--- config.mk ---
export PLATFORM = sky130hd
export DESIGN_NAME = fifo_stream_reader
export DESIGN_NICKNAME = d
export VERILOG_FILES = /design/src/rtl/fifo_stream_reader.sv
export SDC_FILE = /design/constraint.sdc
export NUM_CORES = 1
export LEC_CHECK = 0
export BUFFER_PORTS_ARGS = -buffer_cell sky130_fd_sc_hd__buf_2
export CORE_UTILIZATION = 35
export DETAILED_ROUTE_END_ITERATION = 8
export GPL_ROUTABILITY_DRIVEN = 0
export SYNTH_ARGS = -nofsm -noshare
export SYNTH_HDL_FRONTEND = slang
export SYNTH_SLANG_ARGS = --single-unit
--- constraint.sdc ---
create_clock -name clock -period 5.4 [get_ports clock]
set_input_delay 1.08 -clock clock [delete_from_list [all_inputs] [get_ports clock]]
set_output_delay 1.08 -clock clock [all_outputs]
set_load 0.01 [all_outputs]
--- src/rtl/fifo_stream_reader.sv ---
// fifo_stream_reader: drains a show-ahead-off scfifo into a
// valid/ready stream through a two-entry skid buffer.
module fifo_stream_reader #(
  parameter int WIDTH      = 64,
  parameter int COUNT_BITS = 16
) (
  input  logic                  clock,
  input  logic                  reset,
  input  logic                  flush,
  input  logic                  fifo_empty,
  input  logic [WIDTH-1:0]      fifo_q,
  output logic                  fifo_rdreq,
  output logic                  fifo_sclr,
  output logic                  out_valid,
  output logic [WIDTH-1:0]      out_data,
  input  logic                  out_ready,
  output logic [COUNT_BITS-1:0] word_count,
  output logic                  underflow
);

  localparam logic [1:0] EMPTY = 2'd0;
  localparam logic [1:0] ONE   = 2'd1;
  localparam logic [1:0] TWO   = 2'd2;

  logic [1:0]       held;
  logic             pending;
  logic [WIDTH-1:0] slot0;
  logic [WIDTH-1:0] slot1;
  logic             take;
  logic [2:0]       occ;
  logic [1:0]       tail;

  assign out_valid = (held != EMPTY);
  assign out_data  = slot0;
  assign fifo_sclr = reset | flush;

  // read request: room left after this cycle's take and in-flight word
  always_comb begin
    take = out_valid & out_ready;
    occ  = {1'b0, held} + {2'b0, pending} - {2'b0, take};
    tail = held - {1'b0, take};
    fifo_rdreq = !fifo_empty && !flush && !reset && (occ < 3'd2);
  end

  // occupancy state and in-flight read tracking
  always_ff @(posedge clock) begin
    if (reset || flush) begin
      held    <= EMPTY;
      pending <= 1'b0;
    end else begin
      pending <= fifo_rdreq;
      unique case (held)
        EMPTY: if (pending) held <= ONE;
        ONE: begin
          if (pending && !take)      held <= TWO;
          else if (!pending && take) held <= EMPTY;
        end
        TWO: if (take && !pending) held <= ONE;
        default: held <= EMPTY;
      endcase
    end
  end

  // buffer slots: shift on take, capture into the post-take tail
  always_ff @(posedge clock) begin
    if (reset) begin
      slot0 <= '0;
      slot1 <= '0;
    end else if (!flush) begin
      if (take) slot0 <= slot1;
      if (pending) begin
        if (tail == 2'd0) slot0 <= fifo_q;
        else              slot1 <= fifo_q;
      end
    end
  end

  // delivered-word counter, survives flush
  always_ff @(posedge clock) begin
    if (reset)     word_count <= '0;
    else if (take) word_count <= word_count + 1'b1;
  end

  // sticky read-while-empty flag
  always_ff @(posedge clock) begin
    if (reset)                        underflow <= 1'b0;
    else if (fifo_rdreq && fifo_empty) underflow <= 1'b1;
  end

endmodule

==> impl_metrics.json, run 1 <==
{
  "nFillCells": 1875,
  "synth_top_flop_cell": "dfxtp_1",
  "drtIter0Drc": 321,
  "synth_area_leaders": "dfxtp_1 (46%), nand2_1 (9.0%), a211oi_1 (7.8%)",
  "synth_top_family_by_area": "compound AO/OA/AOI/OAI gates",
  "holdBufCountCts": 0,
  "tightest_slew_ns": 1.21,
  "clock_latency_ns": 0.42,
  "hold_viol": 0,
  "fin_crit_ns": 4.32,
  "finalMaxSlewViolations": 0,
  "drc": 0,
  "crit_path_max_fanout": 48,
  "critPathKind": "input pin to output pin",
  "grt_max_degree": 75,
  "cp_top_family": "buffers and inverters",
  "synthMuxAreaShare_pct": 0.505,
  "ys_warn_count": 0,
  "setup_violations": 0,
  "rsz0062_at_grt": "no",
  "grt_pass1_vias": 5411,
  "status": "finished, final reports clean",
  "clock_sinks": 148,
  "numCtsBuffers": 17,
  "synthXorXnorAreaFrac_pct": 1.49,
  "grt_pass1_wl_mm": 28.2,
  "hold_path_class": "register to register",
  "yosysTopAreaCellShare_pct": 46.0,
  "drt_wl_total_mm": 17.7,
  "fin_nets": 932,
  "synthAdderAreaFrac_pct": 0.699,
  "avgSynthCellArea_um2": 8.60,
  "ys_ff_latch": 148,
  "root_buffer": "clkbuf_16",
  "synth_top_cell_by_area": "dfxtp_1",
  "dieArea_mm2": 0.0190,
  "cp_data_arrival_time_ns": 3.24,
  "cp.buffers_inverters": 4,
  "io_buffers": 152,
  "grt_remaining_overflow": 0,
  "end_kind": "output pin",
  "synth_enable_flop_cells": 0,
  "postSynth.asyncResetShare_pct": 0,
  "ir_drop_uv": 221,
  "p_per_area_mw_per_mm2": 321,
  "ant_nets": 0,
  "finalCritPeriodShare_pct": 80.0,
  "leakage_nw": 2.96,
  "seq_area_frac_synth_pct": 46.0,
  "tritoncts": "built",
  "path_clk_slew_ns": 0.06,
  "maxSlewHeadroom_pct": 18.9,
  "ioPinCount": 153,
  "drive_above_1_share_pct": 26.2,
  "start_util_pct": 35.8,
  "crit_path_cell_trace": "buf_2 > o21a_1 > inv_4 > buf_4 > nor2_1 > fa_1 > xor2_1 > nor4b_1 > buf_2",
  "grt_usage_pct": 19.3,
  "core_area_mm2": 0.0180,
  "clockBufferDepth": 2,
  "cp_slowest_cell": "buf_4",
  "critPathMostFrequentCell": "buf_2",
  "hold_ws_ns": 0.453,
  "synthSimpleGateAreaFrac_pct": 17.8,
  "post_drt_wl_per_cell_um": 16.1,
  "synth-compound-area-share_pct": 27.5,
  "fmax_ghz": 0.232,
  "worst_setup_path_start_kind": "input pin",
  "cts_setup_buffers": 0,
  "cts.repair.resized": 0,
  "required_ns": 4.32,
  "die_w_um": 138,
  "clock_skew_ns": 0.00885,
  "synth_nets": 821,
  "htreeDepth": 4,
  "worst_path_largest_cell_delay_ns": 0.48,
  "num_rows": 49,
  "vias": 5724,
  "drt_pass1_iterations": 5,
  "n_antenna_cell": 0,
  "routed_via_density": 5.20,
  "drv_cap": 0,
  "antenna_found_initial": 0,
  "finalSetupTns_ns": 0,
  "finalPower_w": 0.00251,
  "post-dp-hpwl_mm": 10.3,
  "syn_area_mm2": 0.00644,
  "area_growth_pct": 21.3,
  "yosysUniqueCellTypes": 48,
  "dieHeight_um": 138,
  "syn_inst": 749
}
-- synthesized netlist by cell type (all sizes together), types with 3 or more instances --
cell and n:
nand2b 4, a31oi 14, a21oi 71, dfxtp 148, a311oi 10, buf 37
nor3 3, inv 7, and3 14, or2 3, nor4 4, xnor2 6
nand3 5, a211oi 81, nor2b 3, o21bai 40, xor2 5, clkbuf 32
o2bb2ai 14, nor2 70, nand2 155
-- state kept, by name, indices dropped and copies added (netlist names) --
| register | flops |
|---|---|
| slot1 | 64 |
| out_data | 64 |
| pending | 1 |
| held | 2 |
| word_count | 16 |
| underflow | 1 |
-- worst reg2reg max path, delay by kind of cell (launching register included) --
| family | cells | cell delay [ns] |
|---|---|---|
| flip-flops | 1 | 0.46 |
| AND/OR/NAND/NOR | 1 | 0.93 |
| buffers and inverters | 2 | 0.54 |
| AO/OA/AOI/OAI | 3 | 0.61 |
-- per-layer routing --
layer	vias to the layer above	global-route usage [%]	wire length, um
met2	143	31.2	8070
met1	2710	24.9	8330
met3	20	4.67	1090
met4	0	7.00	235
met5	-	0	0
li1	2851	-	-
-- metrics by stage --
| step | area (um^2) | std cells | utilization, % | setup slack (ns) |
|---|---|---|---|---|
| 6_report | 7820 | 1100 | 43.4 | 1.08 |
| 5_1_grt | 7820 | 1100 | 43.4 | 0.960 |
| 4_1_cts | 7820 | 1100 | 43.4 | 1.09 |
| 3_5_place_dp | 7220 | 1070 | 40.1 | 1.09 |
| 3_3_place_gp | 7220 | 1070 | 40.1 | 1.15 |
| 2_1_floorplan | 6440 | 749 | - | 1.35 |
-- layout make-up --
cell class | count | area, um^2 | share of cell area [%]
flip-flops and latches | 148 | 2960 | 37.9
multi-input cells | 525 | 3110 | 39.8
inverters | 7 | 28.8 | 0.368
clock buffers | 21 | 470 | 6.02
well taps | 229 | 287 | 3.66
clock inverters | 9 | 129 | 1.65
repair buffers | 161 | 831 | 10.6
-- layout by cell type, fill, tap and decap left out, types with 3 or more instances in the layout --
| master | count |
|---|---|
| a211oi_1 | 67 |
| a211oi_2 | 13 |
| a21oi_1 | 70 |
| a311oi_2 | 10 |
| a31oi_1 | 14 |
| and3_1 | 14 |
| buf_2 | 151 |
| buf_4 | 10 |
| bufinv_16 | 3 |
| clkbuf_16 | 17 |
| clkbuf_8 | 3 |
| clkinv_2 | 3 |
| dfxtp_1 | 148 |
| inv_1 | 5 |
| nand2_1 | 154 |
| nand2b_1 | 3 |
| nand3_1 | 5 |
| nor2_1 | 70 |
| nor3_1 | 3 |
| o21bai_1 | 40 |
| o2bb2ai_1 | 14 |
| xnor2_1 | 6 |
| xor2_1 | 5 |
-- logic make-up after synthesis --
| family | count (synthesis) |
|---|---|
| adders and majority gates | 3 |
| and+or+nand+nor | 270 |
| muxes | 3 |
| DFF | 148 |
| buffers and inverters | 76 |
| AOI/OAI and AO/OA | 238 |
| xor gates and xnor gates | 11 |
-- worst paths after layout --
path              depth (start not counted)  slack (ns)           end  startpoint
hold / removal                            2        0.45     slot1[58]   slot1[58]
hold reg to reg                           2        0.45     slot1[58]   slot1[58]
setup reg to reg                          6        2.78  out_data[38]     held[1]
setup / recovery                          9        1.08    fifo_rdreq   out_ready
-- report_power, final --
group	internal, W	switching (W)	total (W)
Clock	0.000757	0.000455	0.00121
Combinational	0.0000646	0.000111	0.000176
Sequential	0.00111	0.0000114	0.00112
Power figures use the tool's default switching activity.
==> run 2: changes to the inputs <==
==> constraint.sdc (replaced) <==
create_clock -name clock -period 4.1 [get_ports clock]
set_input_delay 0.82 -clock clock [delete_from_list [all_inputs] [get_ports clock]]
set_output_delay 0.82 -clock clock [all_outputs]
set_load 0.01 [all_outputs]
==> run 2 against run 1 <==
  * Clock skew is 0.0017 ns lower
  * Design area up 1.1%
  * Sequential cell count did not move
  * Die area is the same
  * Non-clock buffer count grew 4
  * Total power up 36%
  * Clock-buffer cell count is 2 lower
  * Global-route usage down 0.12 points
  * Worst setup slack got worse by 0.76 ns
  * Largest cell class unchanged
==> impl_metrics.json, run 2 (synthesis results as in run 1) <==
{
  "drive_above_1_share_pct": 26.6,
  "ioPinCount": 153,
  "finalNonFillerCells": 1107,
  "p_int_w": 0.00263,
  "p_per_area_mw_per_mm2": 431,
  "grt_pass1_wl_mm": 28.3,
  "htreeDepth": 4,
  "hold_viol": 0,
  "routed_via_density": 5.23,
  "die_w_um": 138,
  "worst_setup_path_start_kind": "register",
  "num_rows": 49,
  "fmax_ghz": 0.265,
  "min_to": "slot1[0]",
  "grt_max_degree": 86,
  "leakage_nw": 2.99,
  "swShare_pct": 22.7,
  "maxSlewHeadroom_pct": 33.1,
  "crit_path_cell_trace": "o21a_1 > inv_4 > ha_1 > nand2b_1 > fa_1 > xor2_1 > nor4b_1 > buf_2",
  "drt_wl_total_mm": 17.8,
  "grt_usage_pct": 19.2,
  "p_clk_share_pct": 49.6,
  "finalSetupTns_ns": 0,
  "dpl.cell_count": 1074,
  "root_buffer": "clkbuf_16",
  "drt_pass1_iterations": 4,
  "post-dp-hpwl_mm": 10.6,
  "drv_cap": 0,
  "finalMaxSlewViolations": 0,
  "dieHeight_um": 138,
  "final_common_cell": "nand2_1",
  "rsz0062_at_grt": "no",
  "setup_violations": 0,
  "mostFrequentLayoutCells": "nand2_1 (154), buf_2 (151), dfxtp_1 (148)",
  "fin_util_pct": 43.9,
  "crit_path_max_fanout": 12,
  "numCtsBuffers": 17,
  "cts_setup_buffers": 0,
  "antenna_found_initial": 2,
  "cp.buffers_inverters": 2,
  "status": "finished, final reports clean",
  "core_area_mm2": 0.0180,
  "post_drt_wl_per_cell_um": 16.1,
  "reg2reg_from": "held[1]",
  "dieArea_mm2": 0.0190,
  "path_clk_slew_ns": 0.06,
  "cp_top_family": "adder cells",
  "r2r_end": "out_data[55]",
  "holdPathStages": 2,
  "clock_sinks": 148,
  "cts.repair.resized": 0,
  "grt_pass1_vias": 5284,
  "critPathKind": "register to output pin",
  "min_from": "slot1[0]",
  "start_util_pct": 35.8,
  "worst_path_largest_cell_delay_ns": 0.63,
  "io_buffers": 152,
  "tightest_slew_ns": 1.00,
  "rrSetupSlack_ns": 1.56,
  "drc": 0,
  "drtIter0Drc": 331,
  "ir_drop_uv": 279,
  "ant_nets": 0,
  "cp_slowest_cell": "dfxtp_1",
  "cp_data_arrival_time_ns": 2.96,
  "power.switching_w": 0.000774,
  "holdBufCountCts": 0,
  "grt_remaining_overflow": 0,
  "clock_latency_ns": 0.42,
  "end_kind": "output pin",
  "r2r_cells": 7,
  "seq_power_share_pct": 43.5,
  "comb_power_share_pct": 6.9,
  "finalCritPeriodShare_pct": 92.1,
  "fin_nets": 936,
  "hold_path_class": "register to register",
  "hold_ws_ns": 0.454,
  "tritoncts": "built",
  "clockBufferDepth": 2,
  "clock_skew_ns": 0.00712,
  "area_growth_pct": 22.7,
  "vias": 5791,
  "fin_crit_ns": 3.78,
  "required_ns": 3.28
}
## run 2: changes by cell type in the layout (fill, tap and decap cells not counted), sizes merged
cell,change
diode,+1
buf,+4
clkbuf,-2
clkinvlp,+2
bufinv,+2
## run 2: area by class of cell
| cell class | instances | area, um^2 |
|---|---|---|
| tap | 229 | 287 |
| antenna | 1 | 2.50 |
| fill | 1831 | 10100 |
| timing repair buffer | 165 | 873 |
| inverter | 7 | 28.8 |
| clock inverter | 13 | 208 |
| sequential | 148 | 2960 |
| clock buffer | 19 | 433 |
| multi-input combinational | 525 | 3110 |
## run 2: power by group through the flow
stage               Combinational (W)  Sequential [W]  Clock, W
floorplan                    0.000124         0.00152         0
global placement             0.000235         0.00151         0
detailed placement           0.000235         0.00151         0
CTS                          0.000236         0.00148   0.00173
global route                 0.000259         0.00148   0.00180
finish                       0.000235         0.00148   0.00169
## run 2: through the flow
step	cell area [um^2]	total power (W)	setup WS (ns)
2_1_floorplan	6440	0.00165	0.571
3_3_place_gp	7260	0.00175	0.527
3_5_place_dp	7260	0.00175	0.519
4_1_cts	7900	0.00344	0.297
5_1_grt	7900	0.00354	0.131
6_report	7910	0.00340	0.323
## run 2: per-layer routing
layer | share of wire (%) | GRT usage [%]
met1 | 48 | 26.3
met2 | 45 | 29.1
met3 | 5.9 | 6.00
met4 | 0.90 | 4.71
met5 | 0.073 | 0
## run 2: how the worst max path moves through the flow
stage                   start         end  slack, ns  depth (start not counted)
floorplan           out_ready  fifo_rdreq       0.57                          9
global placement    out_ready  fifo_rdreq       0.53                          9
detailed placement  out_ready  fifo_rdreq       0.52                          9
CTS                   held[1]  fifo_rdreq       0.30                          8
global route          held[1]  fifo_rdreq       0.13                          8
finish                held[1]  fifo_rdreq       0.32                          8
## run 2: worst reg2reg max path: cells and delay by family (launching register included)
kind                   cells  cell delay, ns
flip-flops                 1            0.63
buffers and inverters      3            0.66
AO/OA/AOI/OAI              3            1.03
AND/OR/NAND/NOR            1            0.12
